<file path="src/rtl/ibex_lsu_resp_unit.sv">
// Load/store response unit: accepts one LSU request at a time, runs the
// req/gnt/rvalid data-bus handshake (splitting misaligned accesses into two
// aligned words), and returns aligned, extended load data with a one-cycle
// response pulse.
//
// state | meaning
// ------+---------------------------------------------------------------
// IDLE  | no transaction; a request is accepted here
// GNT1  | first (or only) bus request asserted, waiting for grant
// RVAL1 | first bus access granted, waiting for its response
// GNT2  | second word of a misaligned access requested, waiting for grant
// RVAL2 | second bus access granted, waiting for its response
module ibex_lsu_resp_unit (
  input  logic        clk_i,
  input  logic        rst_i,
  input  logic        lsu_req_i,
  input  logic        lsu_we_i,
  input  logic [1:0]  lsu_type_i,
  input  logic        lsu_sign_ext_i,
  input  logic [31:0] lsu_addr_i,
  input  logic [31:0] lsu_wdata_i,
  output logic        lsu_busy_o,
  output logic        data_req_o,
  input  logic        data_gnt_i,
  output logic [31:0] data_addr_o,
  output logic        data_we_o,
  output logic [3:0]  data_be_o,
  output logic [31:0] data_wdata_o,
  input  logic        data_rvalid_i,
  input  logic [31:0] data_rdata_i,
  input  logic        data_err_i,
  output logic [31:0] rf_wdata_lsu_o,
  output logic        rf_we_lsu_o,
  output logic        lsu_resp_valid_o,
  output logic        lsu_resp_err_o
);

  typedef enum logic [2:0] {
    IDLE  = 3'd0,
    GNT1  = 3'd1,
    RVAL1 = 3'd2,
    GNT2  = 3'd3,
    RVAL2 = 3'd4
  } state_e;

  state_e      state_q, state_d;
  logic [31:0] addr_q, wdata_q, rdata_q;
  logic [1:0]  type_q;
  logic        we_q, sign_q, err_q;

  logic        accept;
  logic        is_word, is_half, mis;
  logic [1:0]  off;
  logic [4:0]  shamt;
  logic [3:0]  base_be;
  logic [7:0]  be_ext;
  logic [63:0] ld_data;
  logic [31:0] ld_word, ld_ext;
  logic        resp_valid, resp_err;

  assign accept  = (state_q == IDLE) & lsu_req_i;
  assign off     = addr_q[1:0];
  assign shamt   = {off, 3'b000};
  // Type 11 has no meaning of its own and behaves as a word access.
  assign is_word = (type_q == 2'b00) | (type_q == 2'b11);
  assign is_half = (type_q == 2'b01);
  assign mis     = (is_word & (off != 2'b00)) | (is_half & (off == 2'b11));
  assign base_be = is_word ? 4'b1111 : (is_half ? 4'b0011 : 4'b0001);
  // Low nibble covers the first word, high nibble spills into the next word.
  assign be_ext  = {4'b0000, base_be} << off;

  assign lsu_busy_o   = (state_q != IDLE);
  assign data_we_o    = we_q;
  // Store data rotated so each byte lands in its lane in both words.
  assign data_wdata_o = (wdata_q << shamt) | (wdata_q >> (6'd32 - {1'b0, shamt}));

  // State register.
  always_ff @(posedge clk_i) begin
    if (rst_i) begin
      state_q <= IDLE;
    end else begin
      state_q <= state_d;
    end
  end

  // Captured request and first-word response.
  always_ff @(posedge clk_i) begin
    if (rst_i) begin
      addr_q  <= 32'b0;
      wdata_q <= 32'b0;
      rdata_q <= 32'b0;
      type_q  <= 2'b00;
      we_q    <= 1'b0;
      sign_q  <= 1'b0;
      err_q   <= 1'b0;
    end else begin
      if (accept) begin
        addr_q  <= lsu_addr_i;
        wdata_q <= lsu_wdata_i;
        type_q  <= lsu_type_i;
        we_q    <= lsu_we_i;
        sign_q  <= lsu_sign_ext_i;
      end
      if ((state_q == RVAL1) && data_rvalid_i) begin
        rdata_q <= data_rdata_i;
        err_q   <= data_err_i;
      end
    end
  end

  // Next-state, bus request and response pulse.
  always_comb begin
    state_d     = state_q;
    data_req_o  = 1'b0;
    data_be_o   = 4'b0000;
    data_addr_o = {addr_q[31:2], 2'b00};
    resp_valid  = 1'b0;
    resp_err    = 1'b0;
    case (state_q)
      IDLE: begin
        if (lsu_req_i) state_d = GNT1;
      end
      GNT1: begin
        data_req_o = 1'b1;
        data_be_o  = be_ext[3:0];
        if (data_gnt_i) state_d = RVAL1;
      end
      RVAL1: begin
        if (data_rvalid_i) begin
          if (mis) begin
            state_d = GNT2;
          end else begin
            state_d    = IDLE;
            resp_valid = 1'b1;
            resp_err   = data_err_i;
          end
        end
      end
      GNT2: begin
        data_req_o  = 1'b1;
        data_be_o   = be_ext[7:4];
        data_addr_o = {addr_q[31:2] + 30'd1, 2'b00};
        if (data_gnt_i) state_d = RVAL2;
      end
      RVAL2: begin
        // A first-part error is only accumulated, never short-circuits.
        if (data_rvalid_i) begin
          state_d    = IDLE;
          resp_valid = 1'b1;
          resp_err   = err_q | data_err_i;
        end
      end
      default: state_d = IDLE;
    endcase
  end

  assign ld_data = mis ? {data_rdata_i, rdata_q} : {32'b0, data_rdata_i};
  assign ld_word = 32'(ld_data >> shamt);

  // Size selection and sign/zero extension of the aligned load data.
  always_comb begin
    ld_ext = ld_word;
    if (is_half) begin
      ld_ext = {{16{sign_q & ld_word[15]}}, ld_word[15:0]};
    end else if (!is_word) begin
      ld_ext = {{24{sign_q & ld_word[7]}}, ld_word[7:0]};
    end
  end

  assign rf_wdata_lsu_o   = we_q ? 32'b0 : ld_ext;
  assign lsu_resp_valid_o = resp_valid;
  assign lsu_resp_err_o   = resp_err;
  assign rf_we_lsu_o      = resp_valid & ~we_q & ~resp_err;

endmodule

</file>
<file path="config.mk">
export PLATFORM = sky130hd
export DESIGN_NAME = ibex_lsu_resp_unit
export DESIGN_NICKNAME = d
export VERILOG_FILES = /design/src/rtl/ibex_lsu_resp_unit.sv
export SDC_FILE = /design/constraint.sdc
export NUM_CORES = 1
export LEC_CHECK = 0
export CAP_MARGIN = 25
export CORE_MARGIN = 2
export CORE_UTILIZATION = 48
export DETAILED_ROUTE_END_ITERATION = 12
export PLACE_DENSITY = 0.9
export SYNTH_ARGS = -nofsm -noshare
export SYNTH_HDL_FRONTEND = slang
export SYNTH_SLANG_ARGS = --single-unit
</file>
<file path="constraint.sdc">
create_clock -name clk_i -period 4.11 [get_ports clk_i]
set_input_delay 0.411 -clock clk_i [delete_from_list [all_inputs] [get_ports clk_i]]
set_output_delay 0.411 -clock clk_i [all_outputs]
set_load 0.005 [all_outputs]
</file>
==> metrics, run 1 <==
sum of buffers and inverters on the critical path=2; postcts setup bufs=0; TritonCTS Buffers=9; GPL Wtd Cong=0.888; Mapped Area=6890 um2; setup TNS=0 ns; min cycle time layout=3.82 ns; Layout Skew=0.00505 ns; nets=1183; Worst-Margin Slew=between 1 and 1.5 ns; CTS clk-pin slew, worst paths=0.07 ns; max-slew violations=0; PD cells=~340 nW/um2; Rows=43; CTS tree=yes; WL/cell=18.1 um; Residual DRC=0; initial antenna violation count=0; CP Max Fanout=30; Detail Route Antenna Nets=0; GR Util All Layers=around 29%; final setup violating endpoints=0; core box area=13900 um2; Yosys warnings=0; Relative slew margins=29.1%; Worst EP required=between 3 and 4 ns; critical path's slowest cell=mux4_2; via count=7614; H-tree Lvls=3; DIE AREA=roughly 15000 um2; DR pass1 iterations=7; drt total wl=approximately 23000 um; Hold Fails Final Rpt=0; io pins=212; final instance area=~9300 um2; leakage=3.30 nW; Crit path largest cell delay=0.61 ns; area growth from synthesis to layout=35.3%; Max Cap Viol=0; Place WS=0.668 ns; CTS Sinks=104; Via density=6.06; die height=124 um; Max VDD drop=0.000190 V; Synth Register Bits=about 100; Async SR Flop Fraction=0%; RSZ-0062 raised after global routing=no; die width=124 um; Final period util=93.0%; Post-Layout Cell Count=roughly 1300; share of layout cells above drive strength 1=between 8 and 9%; DP HPWL=16000 um; first-pass GRT wire length=35500 um; unique cell type count in the Yosys netlist=54; Worst-Skew Late Latency=0.35 ns; Initial DRC Count=673; post-route setup slack=0.288 ns; Crit path max-delay family=simple AND/OR/NAND/NOR gates; crit path DAT=3.41 ns; syn avg cell area=roughly 7.6 um2; placed inst area=8990 um2; CP Launch Type=flop; placed insts=1240; crit-path cells=inv_1 -> ha_1 -> nand2b_2 -> and2_4 -> mux4_2 -> a221oi_1 -> nor2_1 -> clkdlybuf4s50_1; CP Class=flop to output pin; root buf cell=clkbuf_16; top achievable clock speed=roughly 260 MHz; hold buffer count at cts=0; top_reg_cell synth=dfxtp_1; vias in the first global route=7285; Clock Path Buffers=2; EDFF count, synth=0; # port buffers=209; largest net degree at the start of global routing=between 100 and 150; grt ovf=0; status=finished clean; hold crit path type=input pin to flop; Design Power=3.14 mW; # fillers=1120; Post-CTS Resized=0; Initial Utilization=49.4%; sequential-to-total area share from yosys stat=30.2%; diode count=0; CP Capture Type=output pin; Syn Inst Count=912
[cells by family after synthesis]
family / after synthesis / share of synthesized area (%)
buffers and inverters: 87 / 5.59
AND/OR/NAND/NOR: 370 / 22.9
adder cells (fa/ha/maj): 5 / 0.908
flip-flops: 104 / 30.2
multiplexers: 62 / 13.5
XOR/XNOR: 29 / 3.69
AO/OA/AOI/OAI: 254 / 23.1
other: 1 / 0.0544
[placed cells by master, fill, tap and decap left out, drive strengths merged, types with 13 or more instances in the layout]
cell type,synthesis,final
nand3,14,14
o21ai,13,13
nand2,258,258
a221oi,24,24
mux2,17,17
nor2,36,36
xnor2,23,23
mux2i,22,22
dfxtp,104,104
mux4,23,23
a21oi,163,163
clkdlybuf4s50,0,208
buf,26,17
and3,13,13
[final timing paths]
kind | endpoint | start | cells after the start | slack (ns)
worst max-delay path | rf_wdata_lsu_o[20] | type_q[0] | 8 | 0.29
worst min-delay path | addr_q[20] | rst_i | 2 | 0.31
worst max register to register | addr_q[28] | state_q[1] | 5 | 1.84
worst min register to register | rdata_q[7] | rdata_q[7] | 2 | 0.46
[cells in the mapped netlist, types with 8 or more instances]
master	instances	area, um2
a31oi_1	10	62.6
a221o_1	8	80.1
inv_1	8	30.0
a221oi_1	23	201
a211oi_1	8	60.1
mux2_2	17	191
and3_1	13	81.3
xnor2_1	23	201
o21ai_0	11	55.1
nor3_1	8	40.0
dfxtp_1	104	2080
clkbuf_1	51	191
mux2i_1	22	220
a21oi_1	161	806
nor2_1	36	135
nand3_1	14	70.1
nand2_1	258	968
mux4_2	23	518
or3_1	10	62.6
buf_2	14	70.1
[cell type report]
type	instances	area [um2]	area share (%)
inverter	10	37.5	0.403
clock inverter	6	67.6	0.725
multi-input combinational	722	4430	47.6
tap	180	225	2.42
clock buffer	10	229	2.46
sequential	104	2090	22.4
timing repair buffer	225	2240	24.0
[flip-flops by register name (all words and copies together) (netlist names)]
signal and count:
rdata_q 32, data_we_o 1, wdata_q 32, sign_q 1
addr_q 32, state_q 3, type_q 2, err_q 1
[through the flow]
stage / util [%] / hold slack, ns
2_1_floorplan: - / 0.433
4_1_cts: 66.7 / 0.459
6_report: 66.9 / 0.305
3_5_place_dp: 64.5 / 0.450
5_1_grt: 66.9 / 0.299
3_3_place_gp: 64.4 / 0.442
[per-layer routing]
layer | track usage [%] | vias up | wire (um)
met5 | 0 | - | 0
met4 | 15.6 | 0 | 969
met3 | 6.82 | 81 | 2270
met2 | 48.9 | 452 | 10900
met1 | 35.2 | 3523 | 8660
li1 | - | 3558 | -
[power by group]
group          switching, mW  internal [mW]
logic                  0.526          0.601
clock network          0.400          0.476
registers             0.0738           1.07
(Power assumes the default switching activity.)
==> run 2: changes to the inputs <==
CELL_PAD_IN_SITES_DETAIL_PLACEMENT = 2   (was default)
CELL_PAD_IN_SITES_GLOBAL_PLACEMENT = 2   (was default)
CORE_UTILIZATION = 26   (was 48)
PLACE_DENSITY = 0.89   (was 0.9)
==> run 2 against run 1 <==
Core utilization fell by 30 points. Worst hold slack improved by 0.16 ns. Wire length rose by 31%. Count of clock-buffer cells in the layout did not move. Total power rose by 4.5%. Die area rose by 81%. Setup slack got worse by 0.017 ns. Clock skew rose by 0.0053 ns. Sequential power barely moved. Global-route usage fell by 8.6 points. Critical path type unchanged. Largest cell class unchanged. Largest power group is now combinational cells. Highest routed layer unchanged.
==> metrics, run 2 (same netlist as run 1, synthesis figures left out) <==
largest net degree at the start of global routing=78; via count=7620; DR pass1 iterations=5; commonest non-fill, non-tap cell in the layout=nand2_1; Hold Fails Final Rpt=0; Residual DRC=0; fin util=36.6%; GPL Wtd Cong=between 0.8 and 0.9; Layout Skew=0.0104 ns; CP Capture Type=output pin; Final period util=between 90% and 100%; placed insts=1397; Rows=59; grt ovf=0; DP HPWL=21600 um; diode count=0; CP Launch Type=flop; Relative slew margins=between 30 and 40%; CTS Sinks=about 100; final instance area=roughly 9500 um2; die width=between 150 and 200 um; Worst-Skew Late Latency=0.36 ns; Max Cap Viol=0; nets=1186; Post-Layout Cell Count=1415; Worst EP required=3.70 ns; first-pass GRT wire length=46200 um; CTS tree=yes; area growth from synthesis to layout=38.4%; min cycle time layout=about 3.8 ns; CTS clk-pin slew, worst paths=0.08 ns; TritonCTS Buffers=9; drt total wl=about 30000 um; PD cells=344 nW/um2; # fillers=2968; # port buffers=209; Initial DRC Count=376; H-tree Lvls=3; leakage=3.31 nW; Worst Setup SP=addr_q[0]; Via density=5.39; Worst-Margin Slew=between 1 and 1.5 ns; most frequent cells in the layout=nand2_1, clkdlybuf4s50_1, a21oi_1; WL/cell=~21 um; CP Class=flop to output pin; Max VDD drop=0.000210 V; die height=167 um; setup TNS=0 ns; hold crit path type=flop to flop; status=finished clean; Initial Utilization=a little over a quarter; postcts setup bufs=0; top achievable clock speed=260 MHz; Post-CTS Resized=0; Clock Path Buffers=2; DIE AREA=27800 um2; placed inst area=9190 um2; Worst Min Path Start=rdata_q[6]; Detail Route Antenna Nets=0; CP Max Fanout=19; io pins=212; RR Startpoint=state_q[1]; max-slew violations=0; vias in the first global route=between 8000 and 9000; final setup violating endpoints=0; hold buffer count at cts=0; root buf cell=clkbuf_16; initial antenna violation count=0; RSZ-0062 raised after global routing=no; share of layout cells above drive strength 1=8.61%; core box area=~26000 um2; crit path DAT=3.43 ns; GR Util All Layers=20.8%; Top Registers=addr_q (32), rdata_q (32), wdata_q (32)
[run 2: area by class of cell]
cell class / instances / area, um2 / share of cell area, %
tap: 335 / 419 / 4.40
clock inverter: 6 / 71.3 / 0.748
timing repair buffer: 227 / 2220 / 23.3
multi-input combinational: 723 / 4450 / 46.6
inverter: 10 / 37.5 / 0.394
clock buffer: 10 / 250 / 2.62
sequential: 104 / 2090 / 21.9
[run 2: final timing paths]
path / to / cells after the start / slack, ns
worst max-delay path: data_wdata_o[6] / 7 / 0.27
worst min-delay path: rdata_q[6] / 2 / 0.46
worst max register to register: wdata_q[24] / 5 / 1.77
worst min register to register: rdata_q[6] / 2 / 0.46
[run 2: report_power, final]
group | internal [mW] | leakage [nW] | switching [mW]
registers | 1.07 | 0.850 | 0.0800
clock network | 0.518 | 0.157 | 0.434
logic | 0.606 | 2.30 | 0.581
total | 2.19 | 3.31 | 1.10
[run 2: layer usage]
| metal | wire length [um] | up-vias | GRT usage (%) | share of wire, % |
|---|---|---|---|---|
| met2 | 14600 | 244 | 36.1 | 49 |
| li1 | - | 3543 | - | - |
| met1 | 13100 | 3803 | 26.4 | 44 |
| met3 | 1780 | 30 | 4.16 | 6.0 |
| met4 | 447 | 0 | 5.28 | 1.5 |
| met5 | 0 | - | 0 | 0 |
[run 2: critical path, cell delays in order, from the launching register on]
cell and delay [ns]:
dfxtp_4 0.47, clkinv_1 0.13, ha_1 0.51, o21ai_1 0.66
and2_1 0.47, nand2_1 0.10, o21ai_0 0.15, clkdlybuf4s50_1 0.57
[run 2: metrics by stage]
stage | total power [mW] | hold slack (ns) | worst slack [ns]
2_1_floorplan | 1.73 | 0.433 | 0.970
3_3_place_gp | 2.31 | 0.444 | 0.689
3_5_place_dp | 2.34 | 0.456 | 0.532
4_1_cts | 3.31 | 0.467 | 0.153
5_1_grt | 3.44 | 0.494 | 0.145
6_report | 3.28 | 0.465 | 0.271
